--- config.mk ---
export PLATFORM = sky130hd
export DESIGN_NAME = regfile_wb_arbiter
export DESIGN_NICKNAME = d
export VERILOG_FILES = /design/src/rtl/regfile_wb_arbiter_pkg.sv /design/src/rtl/regfile_wb_arbiter_rr_pick.sv /design/src/rtl/regfile_wb_arbiter.sv
export SDC_FILE = /design/constraint.sdc
export NUM_CORES = 1
export LEC_CHECK = 0
export BUFFER_PORTS_ARGS = -buffer_cell sky130_fd_sc_hd__buf_2
export CELL_PAD_IN_SITES_DETAIL_PLACEMENT = 1
export CELL_PAD_IN_SITES_GLOBAL_PLACEMENT = 2
export CORE_MARGIN = 3
export CORE_UTILIZATION = 27
export DETAILED_ROUTE_END_ITERATION = 7
export PLACE_DENSITY = 0.87
export SLEW_MARGIN = 15
export SYNTH_ARGS = -nofsm -noshare
export SYNTH_HDL_FRONTEND = slang
export SYNTH_SLANG_ARGS = --single-unit
--- constraint.sdc ---
create_clock -name clk -period 7.25 [get_ports clk]
set_input_delay 1.0875 -clock clk [delete_from_list [all_inputs] [get_ports clk]]
set_output_delay 1.0875 -clock clk [all_outputs]
set_load 0.05 [all_outputs]
--- src/rtl/regfile_wb_arbiter_pkg.sv ---
// rtl/regfile_wb_arbiter_pkg.sv - shared constants for the writeback arbiter
//   WB_REQ_NUM   : default number of writeback requesters
//   REG_ADDR_W   : register address bus width
//   DATA_W_DEF   : data bus width
//   ENABLE/DISABLE, ZERO_WORD : common control constants
//   ptr_width()  : width of the round-robin pointer / requester index bus
package regfile_wb_arbiter_pkg;

  localparam logic ENABLE  = 1'b1;
  localparam logic DISABLE = 1'b0;

  localparam int WB_REQ_NUM = 3;
  localparam int REG_ADDR_W = 5;
  localparam int DATA_W_DEF = 32;

  localparam logic [DATA_W_DEF-1:0] ZERO_WORD = '0;

  // Requester index bus width: clog2(n), never narrower than one bit.
  function automatic int ptr_width(input int n);
    return (n > 1) ? $clog2(n) : 1;
  endfunction

endpackage

--- src/rtl/regfile_wb_arbiter_rr_pick.sv ---
// rtl/regfile_wb_arbiter_rr_pick.sv - combinational round-robin picker
//   req   : request vector
//   ptr   : highest-priority index for this cycle
//   grant : one-hot winner (zero when no request)
//   idx   : encoded winner index
//   any   : at least one request present
module rr_pick #(
  parameter int N  = 3,
  parameter int PW = 2
) (
  input  logic [N-1:0]  req,
  input  logic [PW-1:0] ptr,
  output logic [N-1:0]  grant,
  output logic [PW-1:0] idx,
  output logic          any
);

  int j;

  // Scan ptr, ptr+1, ... wrapping at N; the first valid request wins.
  always_comb begin
    grant = '0;
    idx   = '0;
    any   = 1'b0;
    j     = 0;
    for (int k = 0; k < N; k++) begin
      j = (int'(ptr) + k) % N;
      if (!any && req[j]) begin
        grant[j] = 1'b1;
        idx      = PW'(j);
        any      = 1'b1;
      end
    end
  end

endmodule

--- src/rtl/regfile_wb_arbiter.sv ---
// rtl/regfile_wb_arbiter.sv - round-robin arbiter for the register file write port
//   clk, rst (async, active-high), rdy (global run enable)
//   req_valid/req_addr/req_data : per-requester writeback requests (slice i = requester i)
//   req_ready                   : one-hot combinational grant
//   we/waddr/wdata              : registered register file write port
//   Optional (WBARB_PERF_CNT_EN): grant_cnt (32 bits per requester), conflict_cnt
module regfile_wb_arbiter
  import regfile_wb_arbiter_pkg::*;
#(
  parameter int NUM_REQ = WB_REQ_NUM,
  parameter int ADDR_W  = REG_ADDR_W,
  parameter int DATA_W  = DATA_W_DEF
) (
  input  logic                      clk,
  input  logic                      rst,
  input  logic                      rdy,
  input  logic [NUM_REQ-1:0]        req_valid,
  input  logic [NUM_REQ*ADDR_W-1:0] req_addr,
  input  logic [NUM_REQ*DATA_W-1:0] req_data,
  output logic [NUM_REQ-1:0]        req_ready,
  output logic                      we,
  output logic [ADDR_W-1:0]         waddr,
  output logic [DATA_W-1:0]         wdata
`ifdef WBARB_PERF_CNT_EN
  ,
  output logic [NUM_REQ*32-1:0]     grant_cnt,
  output logic [31:0]               conflict_cnt
`endif
);

  localparam int PTR_W = ptr_width(NUM_REQ);
  localparam logic [PTR_W-1:0] LAST_IDX = PTR_W'(NUM_REQ - 1);

  logic [PTR_W-1:0]   rr_ptr;
  logic [PTR_W-1:0]   pick_idx;
  logic [NUM_REQ-1:0] pick_grant;
  logic               pick_any;
  logic               take;
  logic [ADDR_W-1:0]  sel_addr;
  logic [DATA_W-1:0]  sel_data;

  rr_pick #(
    .N  (NUM_REQ),
    .PW (PTR_W)
  ) u_rr_pick (
    .req   (req_valid),
    .ptr   (rr_ptr),
    .grant (pick_grant),
    .idx   (pick_idx),
    .any   (pick_any)
  );

  // Grants are suppressed while paused or held in reset so nothing is consumed.
  assign req_ready = (rdy && !rst) ? pick_grant : '0;
  assign take      = rdy && !rst && pick_any;
  assign sel_addr  = req_addr[int'(pick_idx)*ADDR_W +: ADDR_W];
  assign sel_data  = req_data[int'(pick_idx)*DATA_W +: DATA_W];

  always_ff @(posedge clk or posedge rst) begin
    if (rst) begin
      we     <= DISABLE;
      waddr  <= '0;
      wdata  <= '0;
      rr_ptr <= '0;
    end else if (rdy) begin
      if (take) begin
        rr_ptr <= (pick_idx == LAST_IDX) ? '0 : pick_idx + 1'b1;
        // Writes to x0 are consumed but never reach the register file.
        if (sel_addr != '0) begin
          we    <= ENABLE;
          waddr <= sel_addr;
          wdata <= sel_data;
        end else begin
          we <= DISABLE;
        end
      end else begin
        we <= DISABLE;
      end
    end
  end

`ifdef WBARB_PERF_CNT_EN
  always_ff @(posedge clk or posedge rst) begin
    if (rst) begin
      grant_cnt    <= '0;
      conflict_cnt <= '0;
    end else if (rdy) begin
      for (int i = 0; i < NUM_REQ; i++) begin
        if (req_ready[i]) begin
          grant_cnt[i*32 +: 32] <= grant_cnt[i*32 +: 32] + 32'd1;
        end
      end
      if ($countones(req_valid) >= 2) begin
        conflict_cnt <= conflict_cnt + 32'd1;
      end
    end
  end
`endif

endmodule
After elaboration in Yosys (flattened, before gate mapping)
Index checks and enable logic that the tools add are counted.
Storage, ports and cells
  register bits after elaboration: 40
  latch bits: 0
  memory bits (writable): 0
  bits in read-only memories: 0
  input port bits: 117
  output and inout bits: 41
  word-level logic and storage cells: 63
  memories kept: 0
Cells by class
  add/sub/neg operators: 3
  $mul: 1
  div/mod/pow operators: 3
  magnitude comparators: 6
  equal/unequal tests: 1
  shift-type cells: 2
  mux-type cells: 28
  bitwise gates (word level): 2
  reductions and logical operators: 13
Operators by type and width (count)
  32-bit by 1-bit >= comparator with 1-bit output (second input constant): 3
  32-bit by 4-bit less-than comparator with 1-bit output (second input constant): 3
  96-bit by 8-bit indexed part select with 32-bit output: 1
  32-bit by 3-bit modulo with 32-bit output (second input constant): 2
  3-bit by 3-bit modulo with 32-bit output (second input constant): 1
  15-bit by 6-bit indexed part select with 5-bit output: 1
  1-bit 2-to-1 mux: 14
  3-bit 2-to-1 mux: 4
  2-bit 2-to-1 mux: 4
  1-bit logical AND: 7
  1-bit binary-select mux with 2-bit select: 3
  1-bit demux with 2-bit select: 3
  3-bit bitwise OR: 2
  2-bit by 3-bit multiplier with 5-bit output (second input constant): 1
  5-bit nonzero test: 1
  2-bit by 1-bit adder with 3-bit output (second input constant): 1
  2-bit by 2-bit adder with 3-bit output (second input constant): 1
  1-bit zero test: 3
  3-bit AND reduction: 1
  2-bit by 1-bit adder with 2-bit output (second input constant): 1
  2-bit equality test (second input constant): 1
  2-bit AND reduction: 1

Logic depth before layout (Yosys ltp)
Gate-level depths: netlist of run 1.
  depth in word-level cells: 16
  depth in mapped cells: 12
  mapped depth without buffers: 9

Hierarchy
Synthesis of run 1 repeated with hierarchy kept, for this count alone.
Unflattened totals
  cell total of the unflattened synthesis: 272
  area, all modules: 2811.4 sq um
Modules (own cells, without submodules)
  regfile_wb_arbiter: instances 1, cells each 220, area an instance 2429.8 sq um, sequential area each 1001.0 sq um
  rr_pick: instances 1, cells each 52, area an instance 381.6 sq um, sequential area each 0.0 sq um

Least setup slack after synthesis of run 1
Ideal clock, no wire load.
  path type: input-to-output
  start point: input port rst
  end point: output port req_ready[0]
  data arrival time: 3.436 ns
  data required time: 6.162 ns
  path slack: 2.727 ns
  stages: 3
  path buffers: 0
  cells stage by stage: inv_1 > nand2_1 > a311oi_1
On the way
  cells in the longest elaborated chain, start to end: 3
RTL lines
  start, declared: RTL line regfile_wb_arbiter.sv:15  | input logic rst,
  1-bit zero test (no line)
  1-bit logical AND: RTL line regfile_wb_arbiter.sv:54  | assign req_ready = (rdy && !rst) ? pick_grant : '0;
  3-bit 2-to-1 mux: RTL line regfile_wb_arbiter.sv:54
  end, declared: RTL line regfile_wb_arbiter.sv:20  | output logic [NUM_REQ-1:0] req_ready,
No other way between the ends.

Final worst setup path of run 1
Same ends and word-level chain as after synthesis.

==> metrics.txt, run 1 <==
post-synthesis mux area share 30.8%; Synth Area in Adders 1.75%; crit path capture type output port; number of global-route vias before repair 2820; sw power 0.00104 W; first-pass detailed-route iteration total 4; simple-gate portion of the synthesized area 10.4%; clock slew at reported path FFs 0.07 ns; clock network fraction of total power 8.9%; final worst-path cycle share 51.9%; Synth async-reset ratio 100%; worst slew pin tran 0.890 ns; Placement Cell Area 3760 µm²; RSZ-0062 raised after global routing false; top cells by area, synth dfrtp_1, mux2_4, mux2i_1; FF-to-FF path depth 10; Synth warnings 0; critical path cell sequence buf_2 -> inv_2 -> nand2_1 -> a311oi_1 -> buf_2; Worst path max stage delay 0.64 ns; EDFF count, synth 0; Post-Synthesis Cells 285; Setup Skew 0.00241 ns; Leak Pwr 1.89 nW; power after layout 0.00198 W; Post-Route WL 8600 µm; max frequency 266 MHz; DP Worst Slack 3.31 ns; global route overflow 0; Setup TNS 0 ns; final setup fails 0; share of cells above drive strength 1 48.3%; gp weighted congestion 0.830; Avg Cell Area, Syn 10.0 µm²; P_int 0.000945 W; peak supply drop 161 µV; first-pass GRT wire length 13400 µm; Cell variety after synth 42; status finished, final reports clean; initial drt markers 92; Critical Path AT 2.68 ns; hold_buf cts 0; Fin. Hold Viols 0; area leader, netlist dfrtp_1; final setup margin 3.49 ns; register share of total power 20.3%; CTS tree done; CTS Root Cell clkbuf_8; top cell type's share of synthesized area 34.9%; Post-Synth XOR/XNOR Area 0%; Initial Util 28.5%; flops & latches, synth 40; critical path's most frequent cell buf_2; Synth Flop Type dfrtp_1; clock tree buffer depth 2; die area 11900 µm²; Detail Route Antenna Nets 0; Sw Share 52.3%; DR vias/cell 4.69; PostCTS Resize Cnt 0; Layout Nets 557; Post-synth top cells nand2_1, dfrtp_1, o21ai_0; Synth Area in Compound Gates 17.7%; # IOs 158; Clock Latency Late Sink 0.28 ns; Max Cap Viol 0; drt drc 0; PD cells 513 nW/µm²; largest net degree at the start of global routing 74; R2R Setup Slk 3.73 ns; die width 109 µm; wire length per cell 15.1 µm; count leader, synth nand2_1; Mapped Nets 406; CP Launch Type input pin; post-route cell area 3860 µm²; Relative slew margins 40.6%; Site Rows 36; Buffers on Ports 157; Post-CTS Setup Bufs 0; Antenna Cells 0; Final HPWL DP 6760 µm; Worst Path Max Fanout 41; Critical Path Slowest Stage Cell inv_2; core area 10000 µm²; synthesized area 2860 µm²; Die Ht 109 µm; Worst Path Required 6.16 ns; Hold WC Path Type register to register; Num CTS Buffers 5; # H-tree levels 2; Seq/Total Area, Yosys 34.9%; via count 2675; fin crit period 3.76 ns; clock sink count 40; Max Slew Vio Count 0; part of the power in combinational logic 70.7%; cell count of the worst hold path 1; initial antenna violation count 0; area grow syn2layout 34.9%; largest family of logic cells by synthesized area multiplexers; kind of critical path input pin to output port; all-layer global routing usage 14.1%
==> metal layers <==
layer | global-route usage [%] | up-vias | part of all wire (%)
li1 | - | 1322 | -
met1 | 17.8 | 1251 | 43
met2 | 24.6 | 93 | 49
met3 | 3.37 | 9 | 7.1
met4 | 2.98 | 0 | 0.87
met5 | 0 | - | 0
==> sequential cells by signal, summed over array words and instances, names as in the netlist <==
| name | cells |
|---|---|
| waddr | 5 |
| rr_ptr | 2 |
| wdata | 32 |
| we | 1 |
==> path summary, 6_finish.rpt <==
check | from | to
max | rst | req_ready[0]
min | we | we
max reg2reg | rr_ptr[0] | wdata[18]
min reg2reg | we | we
max in group asynchronous | rst | wdata[27]
min in group asynchronous | rst | wdata[16]
==> layout by cell type (no fill, tap or decap), types with 2 or more instances in the layout <==
| master | count |
|---|---|
| a21oi_1 | 5 |
| inv_1 | 9 |
| o32ai_1 | 3 |
| nand3b_1 | 4 |
| buf_2 | 157 |
| o21a_1 | 4 |
| buf_4 | 3 |
| a31oi_4 | 2 |
| o22ai_1 | 4 |
| nor3_1 | 2 |
| mux2_2 | 5 |
| o21ai_0 | 40 |
| nor2b_1 | 3 |
| mux2i_1 | 39 |
| ha_1 | 4 |
| mux2_4 | 29 |
| nor2_1 | 6 |
| o21ai_1 | 2 |
| dfrtp_1 | 40 |
| nand3_1 | 2 |
| clkbuf_8 | 5 |
| or2_2 | 3 |
| nand2_1 | 43 |
==> metrics by stage <==
step	hold WS (ns)	util, %	cells
after floorplan	0.505	-	285
after global placement	0.461	37.4	562
after detailed placement	0.470	37.4	562
after CTS	0.489	38.5	570
after global routing	0.504	38.5	570
final	0.482	38.5	570
==> cell families after synthesis <==
logic type,after synthesis
muxes,73
adders and majority gates,4
DFF,40
buffers and inverters,26
and+or+nand+nor,67
AOI/OAI and AO/OA,75
==> worst max-delay path, delay by kind of cell <==
family / cells / cell delay, ns
buf+inv: 3 / 1.05
compound gates: 1 / 0.26
simple gates: 1 / 0.27
==> power groups by stage <==
stage | Clock, W | Sequential [W] | Combinational [W]
after detailed placement | 0 | 0.000405 | 0.00142
after floorplan | 0 | 0.000776 | 0.000737
after global placement | 0 | 0.000400 | 0.00139
final | 0.000177 | 0.000403 | 0.00140
after global routing | 0.000200 | 0.000422 | 0.00151
after CTS | 0.000185 | 0.000405 | 0.00142
==> layout make-up <==
| class | count | area (µm²) |
|---|---|---|
| fillers | 1210 | 6180 |
| multi-input cells | 219 | 1740 |
| flip-flops and latches | 40 | 1000 |
| repair buffers | 160 | 808 |
| well taps | 133 | 166 |
| clock buffers | 6 | 72.6 |
| inverters | 10 | 37.5 |
| clock inverters | 2 | 35.0 |
Note: power is estimated with default switching activity, not from simulation.
==> run 2: changes to the inputs <==
- CORE_UTILIZATION: 27 -> 25
- PLACE_DENSITY: 0.87 -> 0.82
- clock period: 7.25 -> 3.7 ns (I/O delays scaled with it)
==> run 2 against run 1 <==
Critical endpoint is now wdata[28]. Highest routed layer is now met5. Sequential power rose by 97%. Clock power increased to 2.7 times the previous value. Clock skew up 0.0052 ns. Wire length rose by 1.9%. Worst setup slack got worse by 3.1 ns.
==> metrics.txt, run 2 (synthesis results as in run 1) <==
status finished, final reports clean; Initial Util 26.0%; Post-CTS Setup Bufs 0; Leak Pwr 1.93 nW; core area 11000 µm²; Biggest register wdata; FF-to-FF path depth 10; crit path capture type register; P_int 0.00200 W; largest net degree at the start of global routing 74; final hold slack 0.413 ns; initial antenna violation count 1; max frequency 306 MHz; post-route cell area 3970 µm²; worst slew pin tran 0.594 ns; area grow syn2layout 38.6%; Relative slew margins 60.4%; non-filler cells, final 579; Layout Nets 559; gp weighted congestion 0.848; clock network fraction of total power 11.7%; largest registers wdata: 32 flops, waddr: 5 flops, rr_ptr: 2 flops; hold_buf cts 0; Num CTS Buffers 5; CTS Root Cell clkbuf_16; peak supply drop 363 µV; RR Endpoint wdata[28]; PostCTS Resize Cnt 0; critical path's most frequent cell mux2i_1; die width 113 µm; final worst-path cycle share 88.4%; clock sink count 40; Setup Skew 0.00761 ns; # IOs 158; Placement Cell Area 3800 µm²; final setup fails 0; Buf/Inv on CP 2; RSZ-0062 raised after global routing false; Antenna Cells 0; Worst R2R Start rr_ptr[0]; all-layer global routing usage 13.4%; Max Cap Viol 0; # H-tree levels 2; Sw Share 50.6%; global route overflow 0; die area 12800 µm²; Worst path max stage delay 0.48 ns; Fin. Hold Viols 0; Critical Path AT 3.43 ns; most common cell after layout, fill and taps aside buf_2; CTS tree done; wire length per cell 15.1 µm; kind of critical path register to register; Final HPWL DP 6930 µm; register share of total power 19.6%; Max Slew Vio Count 0; first-pass GRT wire length 14000 µm; sw power 0.00205 W; first-pass detailed-route iteration total 4; Detail Route Antenna Nets 0; clock slew at reported path FFs 0.06 ns; initial drt markers 54; Post-Route WL 8760 µm; R2R Setup Slk 0.43 ns; CP Launch Type register; most frequent cells in the layout buf_2, nand2_1, o21ai_0, dfrtp_1, mux2i_1; Clock Latency Late Sink 0.27 ns; DR vias/cell 4.66; share of cells above drive strength 1 48.5%; Worst Path Max Fanout 35; fin crit period 3.27 ns; Critical Path Slowest Stage Cell o21ai_1; Setup TNS 0 ns; dpl cells 571; number of global-route vias before repair 2879; drt drc 0; via count 2700; PD cells 1020 nW/µm²; critical path cell sequence inv_1 -> ha_1 -> mux2i_1 -> o21ai_1 -> o2111a_1 -> o32ai_1 -> mux2i_1 -> a31oi_4 -> buf_12 -> mux2_4; Buffers on Ports 157; delay-heaviest family, CP compound AO/OA/AOI/OAI gates; power after layout 0.00405 W; Die Ht 113 µm; part of the power in combinational logic 68.7%; Largest register FFs 32; clock tree buffer depth 2; Hold WC Path Type input pin to async pin; Worst Path Required 3.86 ns; Site Rows 38
-- run 2: worst max path at each step --
stage               startpoint            to  slack [ns]  depth (start not counted)
detailed placement   rr_ptr[0]     wdata[14]        0.49                         10
global placement     rr_ptr[0]     wdata[20]        0.63                         10
floorplan                  rst  req_ready[0]        0.24                          3
global route         rr_ptr[0]     wdata[19]        0.23                         10
CTS                  rr_ptr[0]     wdata[14]        0.48                         10
finish               rr_ptr[0]     wdata[28]        0.43                         10
-- run 2: power groups by stage --
stage	Clock, W	Sequential (W)	Combinational [W]
after global routing	0.000521	0.000822	0.00299
after detailed placement	0	0.000796	0.00282
final	0.000473	0.000792	0.00278
after global placement	0	0.000786	0.00277
after floorplan	0	0.00152	0.00144
after CTS	0.000495	0.000798	0.00282
-- run 2: layer usage --
| layer | up-vias | wire (µm) | global-route usage [%] |
|---|---|---|---|
| li1 | 1340 | - | - |
| met1 | 1254 | 3820 | 16.5 |
| met2 | 94 | 4270 | 23.2 |
| met3 | 10 | 578 | 3.74 |
| met4 | 2 | 72 | 3.04 |
| met5 | - | 20 | 0 |
-- run 2: final cells by class --
cell class | instances | area, µm²
fill | 1302 | 7060
sequential | 40 | 1000
tap | 140 | 175
clock buffer | 6 | 129
inverter | 10 | 37.5
clock inverter | 2 | 35.0
timing repair buffer | 162 | 848
multi-input combinational | 219 | 1740
-- run 2: per-stage QoR --
| step | setup slack, ns | utilization (%) |
|---|---|---|
| 2_1_floorplan | 0.242 | - |
| 3_3_place_gp | 0.630 | 34.5 |
| 3_5_place_dp | 0.488 | 34.5 |
| 4_1_cts | 0.478 | 36.0 |
| 5_1_grt | 0.233 | 36.0 |
| 6_report | 0.431 | 36.0 |
-- run 2: worst register-to-register path, cell delays in order, from the launching register on --
cell and delay [ns]:
dfrtp_1 0.41, inv_1 0.10, ha_1 0.45, mux2i_1 0.18, o21ai_1 0.48, o2111a_1 0.31
o32ai_1 0.09, mux2i_1 0.43, a31oi_4 0.15, buf_12 0.23, mux2_4 0.33
